File: config.mk
export PLATFORM = sky130hd
export DESIGN_NAME = dcm_phase_scheduler_flat
export DESIGN_NICKNAME = d
export VERILOG_FILES = /design/src/rtl/dcm_phase_scheduler_if.sv /design/src/rtl/dcm_phase_scheduler.sv /design/src/flat_wrapper.sv
export SDC_FILE = /design/constraint.sdc
export NUM_CORES = 1
export LEC_CHECK = 0
export CORE_MARGIN = 4
export CORE_UTILIZATION = 52
export CTS_BUF_LIST = sky130_fd_sc_hd__clkbuf_16
export DETAILED_ROUTE_END_ITERATION = 8
export GPL_TIMING_DRIVEN = 0
export PLACE_DENSITY = 0.79
export SLEW_MARGIN = 20
export SYNTH_ARGS = -nofsm -noshare
export SYNTH_HDL_FRONTEND = slang
export SYNTH_SLANG_ARGS = --single-unit
File: constraint.sdc
create_clock -name clk -period 2.8 [get_ports clk]
set_input_delay 0.84 -clock clk [delete_from_list [all_inputs] [get_ports clk]]
set_output_delay 0.84 -clock clk [all_outputs]
set_load 0.02 [all_outputs]
File: src/rtl/dcm_phase_scheduler_if.sv
// DCM fine phase-shift port: one request/complete handshake between the
// scheduler (master) and the DCM PS interface (slave).
interface dcm_phase_scheduler_if;
  logic psen;
  logic psincdec;
  logic psdone;

  modport master (
    output psen,
    output psincdec,
    input  psdone
  );

  modport slave (
    input  psen,
    input  psincdec,
    output psdone
  );
endinterface

File: src/rtl/dcm_phase_scheduler.sv
// DCM phase scheduler for the metastability TRNG: steps the sampling-clock
// phase one increment at a time, measures the sampler bias over a window
// after each step, locks on a balanced phase and re-tunes on loss of balance.
module dcm_phase_scheduler #(
  parameter int unsigned WINDOW         = 256,
  parameter int unsigned TOL            = 16,
  parameter int unsigned SETTLE_CYC     = 64,
  parameter int unsigned MAX_STEPS      = 255,
  parameter int unsigned PSDONE_TIMEOUT = 1023,
  parameter int unsigned RELOCK_MISSES  = 2
) (
  input  logic                      clk,
  input  logic                      rst,
  input  logic                      start,
  input  logic                      metastable_bit,
  dcm_phase_scheduler_if.master     ps,
  output logic                      enable_sampling,
  output logic                      locked,
  output logic                      fault,
  output logic signed [9:0]         phase_pos,
  output logic [$clog2(WINDOW):0]   ones_count
);

  localparam int unsigned CNT_W   = $clog2(WINDOW) + 1;
  localparam int unsigned PH_W    = 10;
  localparam int unsigned HALF    = WINDOW / 2;
  localparam int unsigned MAX_TW  = (WINDOW > SETTLE_CYC) ? WINDOW : SETTLE_CYC;
  localparam int unsigned TMR_MAX = (PSDONE_TIMEOUT > MAX_TW) ? PSDONE_TIMEOUT : MAX_TW;
  localparam int unsigned TMR_W   = $clog2(TMR_MAX + 1);
  localparam int unsigned MISS_W  = $clog2(RELOCK_MISSES + 1);

  localparam logic signed [PH_W-1:0] POS_LIM = PH_W'(MAX_STEPS);
  localparam logic signed [PH_W-1:0] NEG_LIM = -POS_LIM;

  typedef enum logic [2:0] {
    S_IDLE,
    S_SHIFT,
    S_WAIT_DONE,
    S_SETTLE,
    S_MEASURE,
    S_EVAL,
    S_LOCKED,
    S_FAULT
  } state_e;

  state_e                  state_q, state_d;
  logic [TMR_W-1:0]        tmr_q, tmr_d;
  logic [CNT_W-1:0]        acc_q, acc_d;
  logic [MISS_W-1:0]       miss_q, miss_d;
  logic                    dir_q, dir_d;
  logic signed [PH_W-1:0]  phase_q, phase_d;
  logic [CNT_W-1:0]        ones_q, ones_d;
  logic                    psen_q;
  logic                    en_q;
  logic                    lock_q;
  logic                    fault_q;

  logic [CNT_W-1:0]        acc_inc;
  logic [CNT_W-1:0]        win_cnt;
  logic [31:0]             win_ext;
  logic [31:0]             dev;
  logic                    balanced;
  logic                    at_pos;
  logic                    at_neg;
  logic                    settle_last;
  logic                    window_last;
  logic                    timeout_last;

  // Running ones count including the bit sampled this cycle.
  assign acc_inc = acc_q + CNT_W'(metastable_bit);

  // EVAL judges the finished measurement; LOCKED judges its window in-line.
  assign win_cnt = (state_q == S_EVAL) ? acc_q : acc_inc;

  // Deviation from WINDOW/2 computed on 32-bit values so it never wraps.
  always_comb begin
    win_ext = 32'(win_cnt);
    if (win_ext >= 32'(HALF)) begin
      dev = win_ext - 32'(HALF);
    end else begin
      dev = 32'(HALF) - win_ext;
    end
  end

  assign balanced = (dev <= 32'(TOL));

  // Sweep end points in the current direction.
  assign at_pos = dir_q && (phase_q == POS_LIM);
  assign at_neg = !dir_q && (phase_q == NEG_LIM);

  assign settle_last  = (tmr_q == TMR_W'(SETTLE_CYC - 1));
  assign window_last  = (tmr_q == TMR_W'(WINDOW - 1));
  assign timeout_last = (tmr_q == TMR_W'(PSDONE_TIMEOUT - 1));

  // Next-state and datapath update.
  always_comb begin
    state_d = state_q;
    tmr_d   = tmr_q;
    acc_d   = acc_q;
    miss_d  = miss_q;
    dir_d   = dir_q;
    phase_d = phase_q;
    ones_d  = ones_q;

    case (state_q)
      S_IDLE: begin
        if (start) begin
          state_d = S_SHIFT;
        end
      end

      S_SHIFT: begin
        tmr_d   = '0;
        state_d = S_WAIT_DONE;
      end

      S_WAIT_DONE: begin
        if (ps.psdone) begin
          phase_d = dir_q ? (phase_q + PH_W'(1)) : (phase_q - PH_W'(1));
          tmr_d   = '0;
          state_d = S_SETTLE;
        end else if (timeout_last) begin
          state_d = S_FAULT;
        end else begin
          tmr_d = tmr_q + TMR_W'(1);
        end
      end

      S_SETTLE: begin
        if (settle_last) begin
          tmr_d   = '0;
          acc_d   = '0;
          state_d = S_MEASURE;
        end else begin
          tmr_d = tmr_q + TMR_W'(1);
        end
      end

      S_MEASURE: begin
        acc_d = acc_inc;
        if (window_last) begin
          tmr_d   = '0;
          state_d = S_EVAL;
        end else begin
          tmr_d = tmr_q + TMR_W'(1);
        end
      end

      S_EVAL: begin
        ones_d = acc_q;
        if (balanced) begin
          miss_d  = '0;
          tmr_d   = '0;
          acc_d   = '0;
          state_d = S_LOCKED;
        end else if (at_neg) begin
          state_d = S_FAULT;
        end else begin
          if (at_pos) begin
            dir_d = 1'b0;
          end
          state_d = S_SHIFT;
        end
      end

      S_LOCKED: begin
        if (window_last) begin
          ones_d = acc_inc;
          acc_d  = '0;
          tmr_d  = '0;
          if (balanced) begin
            miss_d = '0;
          end else if (miss_q == MISS_W'(RELOCK_MISSES - 1)) begin
            // Lost balance: resume the sweep from the current position.
            miss_d = '0;
            if (at_neg) begin
              state_d = S_FAULT;
            end else begin
              if (at_pos) begin
                dir_d = 1'b0;
              end
              state_d = S_SHIFT;
            end
          end else begin
            miss_d = miss_q + MISS_W'(1);
          end
        end else begin
          acc_d = acc_inc;
          tmr_d = tmr_q + TMR_W'(1);
        end
      end

      S_FAULT: begin
        state_d = S_FAULT;
      end

      default: begin
        state_d = S_IDLE;
      end
    endcase
  end

  // State register.
  always_ff @(posedge clk) begin
    if (!rst) begin
      state_q <= S_IDLE;
    end else begin
      state_q <= state_d;
    end
  end

  // Counters, sweep direction, phase position and last window result.
  always_ff @(posedge clk) begin
    if (!rst) begin
      tmr_q   <= '0;
      acc_q   <= '0;
      miss_q  <= '0;
      dir_q   <= 1'b1;
      phase_q <= '0;
      ones_q  <= '0;
    end else begin
      tmr_q   <= tmr_d;
      acc_q   <= acc_d;
      miss_q  <= miss_d;
      dir_q   <= dir_d;
      phase_q <= phase_d;
      ones_q  <= ones_d;
    end
  end

  // Registered status and strobe outputs, decoded from the next state.
  always_ff @(posedge clk) begin
    if (!rst) begin
      psen_q  <= 1'b0;
      en_q    <= 1'b0;
      lock_q  <= 1'b0;
      fault_q <= 1'b0;
    end else begin
      psen_q  <= (state_d == S_SHIFT);
      en_q    <= (state_d == S_LOCKED);
      lock_q  <= (state_d == S_LOCKED);
      fault_q <= (state_d == S_FAULT);
    end
  end

  assign ps.psen         = psen_q;
  assign ps.psincdec     = dir_q;
  assign enable_sampling = en_q;
  assign locked          = lock_q;
  assign fault           = fault_q;
  assign phase_pos       = phase_q;
  assign ones_count      = ones_q;

endmodule

File: src/flat_wrapper.sv
// flat-port wrapper written by rule: the top's interface ports become plain ports
module dcm_phase_scheduler_flat 
#(
  parameter int unsigned WINDOW         = 256,
  parameter int unsigned TOL            = 16,
  parameter int unsigned SETTLE_CYC     = 64,
  parameter int unsigned MAX_STEPS      = 255,
  parameter int unsigned PSDONE_TIMEOUT = 1023,
  parameter int unsigned RELOCK_MISSES  = 2
)
  (clk, rst, start, metastable_bit, enable_sampling, locked, fault, phase_pos, ones_count, ps_psen, ps_psincdec, ps_psdone);
  dcm_phase_scheduler_if ps_i ();
  input  logic clk;
  input  logic rst;
  input  logic start;
  input  logic metastable_bit;
  output logic enable_sampling;
  output logic locked;
  output logic fault;
  output logic signed [9:0] phase_pos;
  output logic [$clog2(WINDOW):0] ones_count;
  output wire logic [$bits(ps_i.psen)-1:0] ps_psen;
  output wire logic [$bits(ps_i.psincdec)-1:0] ps_psincdec;
  input wire logic [$bits(ps_i.psdone)-1:0] ps_psdone;
  assign ps_psen = ps_i.psen;
  assign ps_psincdec = ps_i.psincdec;
  assign ps_i.psdone = ps_psdone;
  dcm_phase_scheduler #(.WINDOW(WINDOW), .TOL(TOL), .SETTLE_CYC(SETTLE_CYC), .MAX_STEPS(MAX_STEPS), .PSDONE_TIMEOUT(PSDONE_TIMEOUT), .RELOCK_MISSES(RELOCK_MISSES)) u_core (.clk(clk), .rst(rst), .start(start), .metastable_bit(metastable_bit), .ps(ps_i), .enable_sampling(enable_sampling), .locked(locked), .fault(fault), .phase_pos(phase_pos), .ones_count(ones_count));
endmodule
== Yosys cells after proc, flatten, opt, wreduce, memory -nomap -nowiden ==
Index checks and enable logic that the tools add are counted.
Operators by class
  add/subtract/negate cells: 7
  $mul: 0
  div/mod/pow operators: 0
  $lt $le $gt $ge: 2
  eq/ne operators: 23
  shift-type cells: 0
  muxes and demuxes: 38
  bitwise operators: 0
  reduce and logical (&&, ||, !) cells: 14
Operators by type and width (number)
  $mux W10: 6
  $pmux W10 S5: 1
  $mux W9: 5
  $pmux W9 S4: 1
  $le A32 B5 Y1 const B: 1
  $mux W32: 1
  $mux W3: 10
  $pmux W3 S8: 1
  $eq A10 B9 Y1 const B: 2
  $eq A3 B3 Y1 const B: 6
  $pmux W9 S2: 1
  $add A10 B1 Y10 const B: 1
  $add A10 B2 Y10 const B: 1
  $eq A10 B10 Y1 const B: 1
  $eq A10 B6 Y1 const B: 1
  $eq A10 B8 Y1 const B: 1
  $sub A10 B2 Y10 const B: 1
  $sub A8 B9 Y10 const A: 1
  $sub A9 B8 Y10 const B: 1
  $add A9 B1 Y9: 1
  $ge A9 B8 Y1 const B: 1
  $reduce_and A3 Y1: 3
  $mux W2: 4
  $ne A2 B1 Y1 const B: 4
  18 further kinds: 28
Word-level totals
  register bits after elaboration: 47
  bits in latches: 0
  bits in writable memories: 0
  memory bits (read-only): 0
  logic and storage cells: 94
  memories: 0

== Longest topological paths before layout ==
  word-level depth: 9
  mapped depth: 10
  gate-level depth less buffers: 9

== Least setup slack after synthesis ==
No wires, ideal clock.
  path kind: input -> register
  start point: in metastable_bit
  end point: reg u_core.tmr_q[3]
  setup time: 91 ps
  arrival time: 2866 ps
  data required time: 2709 ps
  slack: -157 ps
  cell stages on the path: 9
  path through: ha_1 > ha_1 > nand3_1 > nor4b_2 > xnor2_1 > o211a_1 > o21ai_2 > or3_1 > a311oi_1
Between the ends
  cells in the longest elaborated chain, start to end: 7
  elaborated cells between the ends (all ways): 9
Ends and longest elaborated chain
  from (decl): line flat_wrapper.sv:16  | input logic metastable_bit;
  $add A9 B1 Y9 *: line dcm_phase_scheduler.sv:70  | assign acc_inc = acc_q + CNT_W'(metastable_bit);
  $mux W9 *: line dcm_phase_scheduler.sv:73  | assign win_cnt = (state_q == S_EVAL) ? acc_q : acc_inc;
  $sub A8 B9 Y10 (tied with other cells): line dcm_phase_scheduler.sv:81  | dev = 32'(HALF) - win_ext;
  $mux W32 *: line dcm_phase_scheduler.sv:78  | if (win_ext >= 32'(HALF)) begin
  $le A32 B5 Y1 *: line dcm_phase_scheduler.sv:85  | assign balanced = (dev <= 32'(TOL));
  $ne A2 B1 Y1 (no line) *
  $reduce_and A3 Y1 (no line) *
  to (signal assigned): line dcm_phase_scheduler.sv:222  | tmr_q <= tmr_d;
  to (decl): line dcm_phase_scheduler.sv:47  | logic [TMR_W-1:0] tmr_q, tmr_d;
Mark *: on every way between the ends. The rest lies on a longest branch, timed or not.
A chain may end at the register's enable or synchronous reset.

== Worst setup path after layout ==
  start point: in metastable_bit
  end point: reg u_core.tmr_q[4]
The elaborated chain is that of the path after synthesis.

==> flow_summary.ini <==
[synth]
syn-instance-count = 413
synthFlopType = dfxtp_1
ys_seq_area_share_pct = 29.2
synthXorXnorAreaFrac_pct = 4.08
async_reset_ff_share_pct = 0
synth_warnings = 0
synth_compound_gate_area_share_pct = 26.6
synth_area_sq_um = 3220
muxShareOfSynthArea_pct = 0.661
synth_nets = 432
synth_edf_count = 0
synth_top_family_by_area = simple AND/OR/NAND/NOR gates
ys_types = 67
yosys.area_share.simple_pct = 28.7
synth_fa_ha_area_share_pct = 5.68
avgSynthCellArea_sq_um = 7.79
ys_ff_latch = 47

[floorplan]
rows = 28
coreArea_sq_um = 5960
die_width_um = 86.7
initial_utilization_pct = 54.0
dieArea_sq_um = 7510
die_h_um = 86.7
io_pins = 29

[grt]
antenna_found_initial = 0
gr-total-overflow = 0
gr-usage-all-layers_pct = 24.1
grt_pass1_wl_mm = 14.7
grt_pass1_vias = 3123
grt_max_degree = 17

[layout]
layout_commonest_cell = dfxtp_1
antenna_cells = 0
n_fill_cell = 470
final_area_sq_um = 4170
fin_nets = 480
layout-drive-gt1-share_pct = 17.1
layout_common_cells = dfxtp_1, nand2_1, nor2_1
area_growth_pct = 29.6

[place]
place_congestion = 0.898
portBuffers = 27
dp_hpwl_mm = 6.09
place_ws_ns = -0.812
placed_cell_area_sq_um = 3610

[setup_path]
start_kind = input port
cp_slowest_cell = o211ai_1
crit_family = compound AO/OA/AOI/OAI gates
cp_common_cell = and4_4
cp_cell_sequence = buf_6 > ha_4 > buf_12 > and4_4 > o211ai_1 > a41oi_2 > and4_4 > o211ai_4 > a21oi_1 > a32o_1
critPathKind = input port to register
cp-end-kind = register
rrSetupSlack_ns = 0.09
required_ns = 2.99
path_buf_inv = 2
path_max_fanout = 9
slowest_delay_ns = 0.32
cp_data_arrival_time_ns = 2.98

[clock_network]
cts.reportedPaths.clkPinSlew_ns = 0.07
htreeDepth = 2
cts_buffer_depth = 2
insertion_delay_ns = 0.29
cts_sinks = 47
cts_tree = done
cts.hold.buffers_added = 0
numCtsBuffers = 5
cts_root_buffer = clkbuf_16

[power_and_ir_drop]
ir_drop_mv = 0.451
p_leak_nw = 1.45
p_per_area_nw_per_um2 = 594

[sta]
finalHoldViolCount = 0
finalMaxSlewViolations = 0
setup_viol = 0
grt_setup_unrepaired = yes
finClkSkew_ns = 0.00556
period_share_pct = 99.8
setup_ws_ns = 0.00453
worstMarginPinSlew_ns = 0.840
finalCriticalPeriod_ns = 2.80
max_freq_ghz = 0.358
maxSlewHeadroom_pct = 43.5

[detailed_routing]
dr_wl_met2_mm = 4.39
highest_layer = met4
first_iter_violations = 285
viasPerCell = 6.52
routedWlPerCell_um = 17.6
wl_met3_um = 853
drt-met1-wl_mm = 3.98
first_pass_iters = 5
finalWirelength_mm = 9.44
ant_nets = 0
drc = 0
routed-via-count = 3500

[flow_run]
drv_cap = 0

[min_path]
hold_class = register to register

[outcome]
status = finished, final reports clean
## synth_stat cells (all sizes together) (3+ instances only)
library cell	instances	area [sq um]
nor4b	4	41.3
nor3	11	55.1
ha	13	163
clkbuf	21	78.8
o211ai	6	50.1
dfxtp	47	941
and2	4	25.0
a21boi	3	30.0
nand2b	4	25.0
or3	8	55.1
nor2	41	154
nand3b	3	22.5
a21o	9	67.6
nand2	44	168
nand4	8	50.1
and4	3	28.8
a311oi	8	76.3
o21bai	3	22.5
a21oi	22	114
inv	4	15.0
nor4	8	50.1
xnor2	13	114
o221ai	3	26.3
nor2b	3	18.8
a211oi	15	113
and3	4	25.0
buf	11	62.6
o21ai	20	108
a31oi	11	68.8
a32o	4	40.0
nand3	22	115
## power by group
group	total, mW	switching [mW]	internal, mW
Sequential	0.780	0.0515	0.729
Combinational	0.984	0.610	0.374
Clock	0.713	0.286	0.427
Total	2.48	0.948	1.53
## metrics by stage
step           util [%]  TNS (ns)  hold WS [ns]  instances  power, mW
2_1_floorplan         -         0         0.407        413       1.38
3_3_place_gp       60.7    -18.48         0.419        515       1.59
3_5_place_dp       60.7    -18.61         0.425        515       1.61
4_1_cts            66.8         0         0.436        529       2.38
5_1_grt            70.0    -0.909         0.494        537       2.58
6_report           70.0         0         0.449        537       2.48
## worst register-to-register path, delay by kind of cell, from the launching register on
family	cells	cell delay [ns]
adder cells (fa/ha/maj)	1	0.24
buffers and inverters	2	0.27
AO/OA/AOI/OAI	4	1.06
AND/OR/NAND/NOR	3	0.44
flip-flops	1	0.63
## cells by family (layout without fill, tap and decap cells)
| kind of cell | Yosys count | in the layout |
|---|---|---|
| adder cells (fa/ha/maj) | 14 | 14 |
| XOR/XNOR | 15 | 15 |
| buffers and inverters | 38 | 87 |
| multiplexers | 2 | 2 |
| AND/OR/NAND/NOR | 177 | 177 |
| flip-flops | 47 | 47 |
| AO/OA/AOI/OAI | 120 | 120 |
## registers in the layout, summed over array words and instances (netlist names)
signal and count:
u_core.enable_sampling 1, u_core.tmr_q 10, u_core.acc_q 9, u_core.ps.psen 1, u_core.state_q 3, u_core.phase_pos 10, u_core.fault 1, u_core.miss_q 2
u_core.ones_count 9, u_core.ps.psincdec 1
## path summary, 6_finish.rpt
| kind | startpoint | to | cells after the start |
|---|---|---|---|
| worst max register to register | u_core.acc_q[1] | u_core.fault | 10 |
| worst min-delay path | u_core.miss_q[1] | u_core.miss_q[1] | 2 |
| worst max-delay path | metastable_bit | u_core.tmr_q[4] | 10 |
| worst min register to register | u_core.miss_q[1] | u_core.miss_q[1] | 2 |
## cell type report
cell class,count,area (sq um),share of cell area (%)
timing repair buffer,43,422,10.1
inverter,6,22.5,0.540
clock inverter,3,47.5,1.14
clock buffer,5,125,3.00
buffer,30,133,3.18
sequential,47,941,22.6
multi-input combinational,328,2390,57.2
tap,75,93.8,2.25
## repair_timing
action                                  4_1_cts  5_1_grt
pin swaps                                    15       23
gates resized for setup                      33       21
endpoints found under the setup margin       28       17
setup buffers                                 8        8
## per-layer routing
layer / up-vias / GRT usage (%)
met5: - / 0
met4: 0 / 10.8
met3: 25 / 3.04
met2: 212 / 38.0
met1: 1614 / 32.8
li1: 1649 / -
Note: power is estimated with default switching activity, not from simulation.
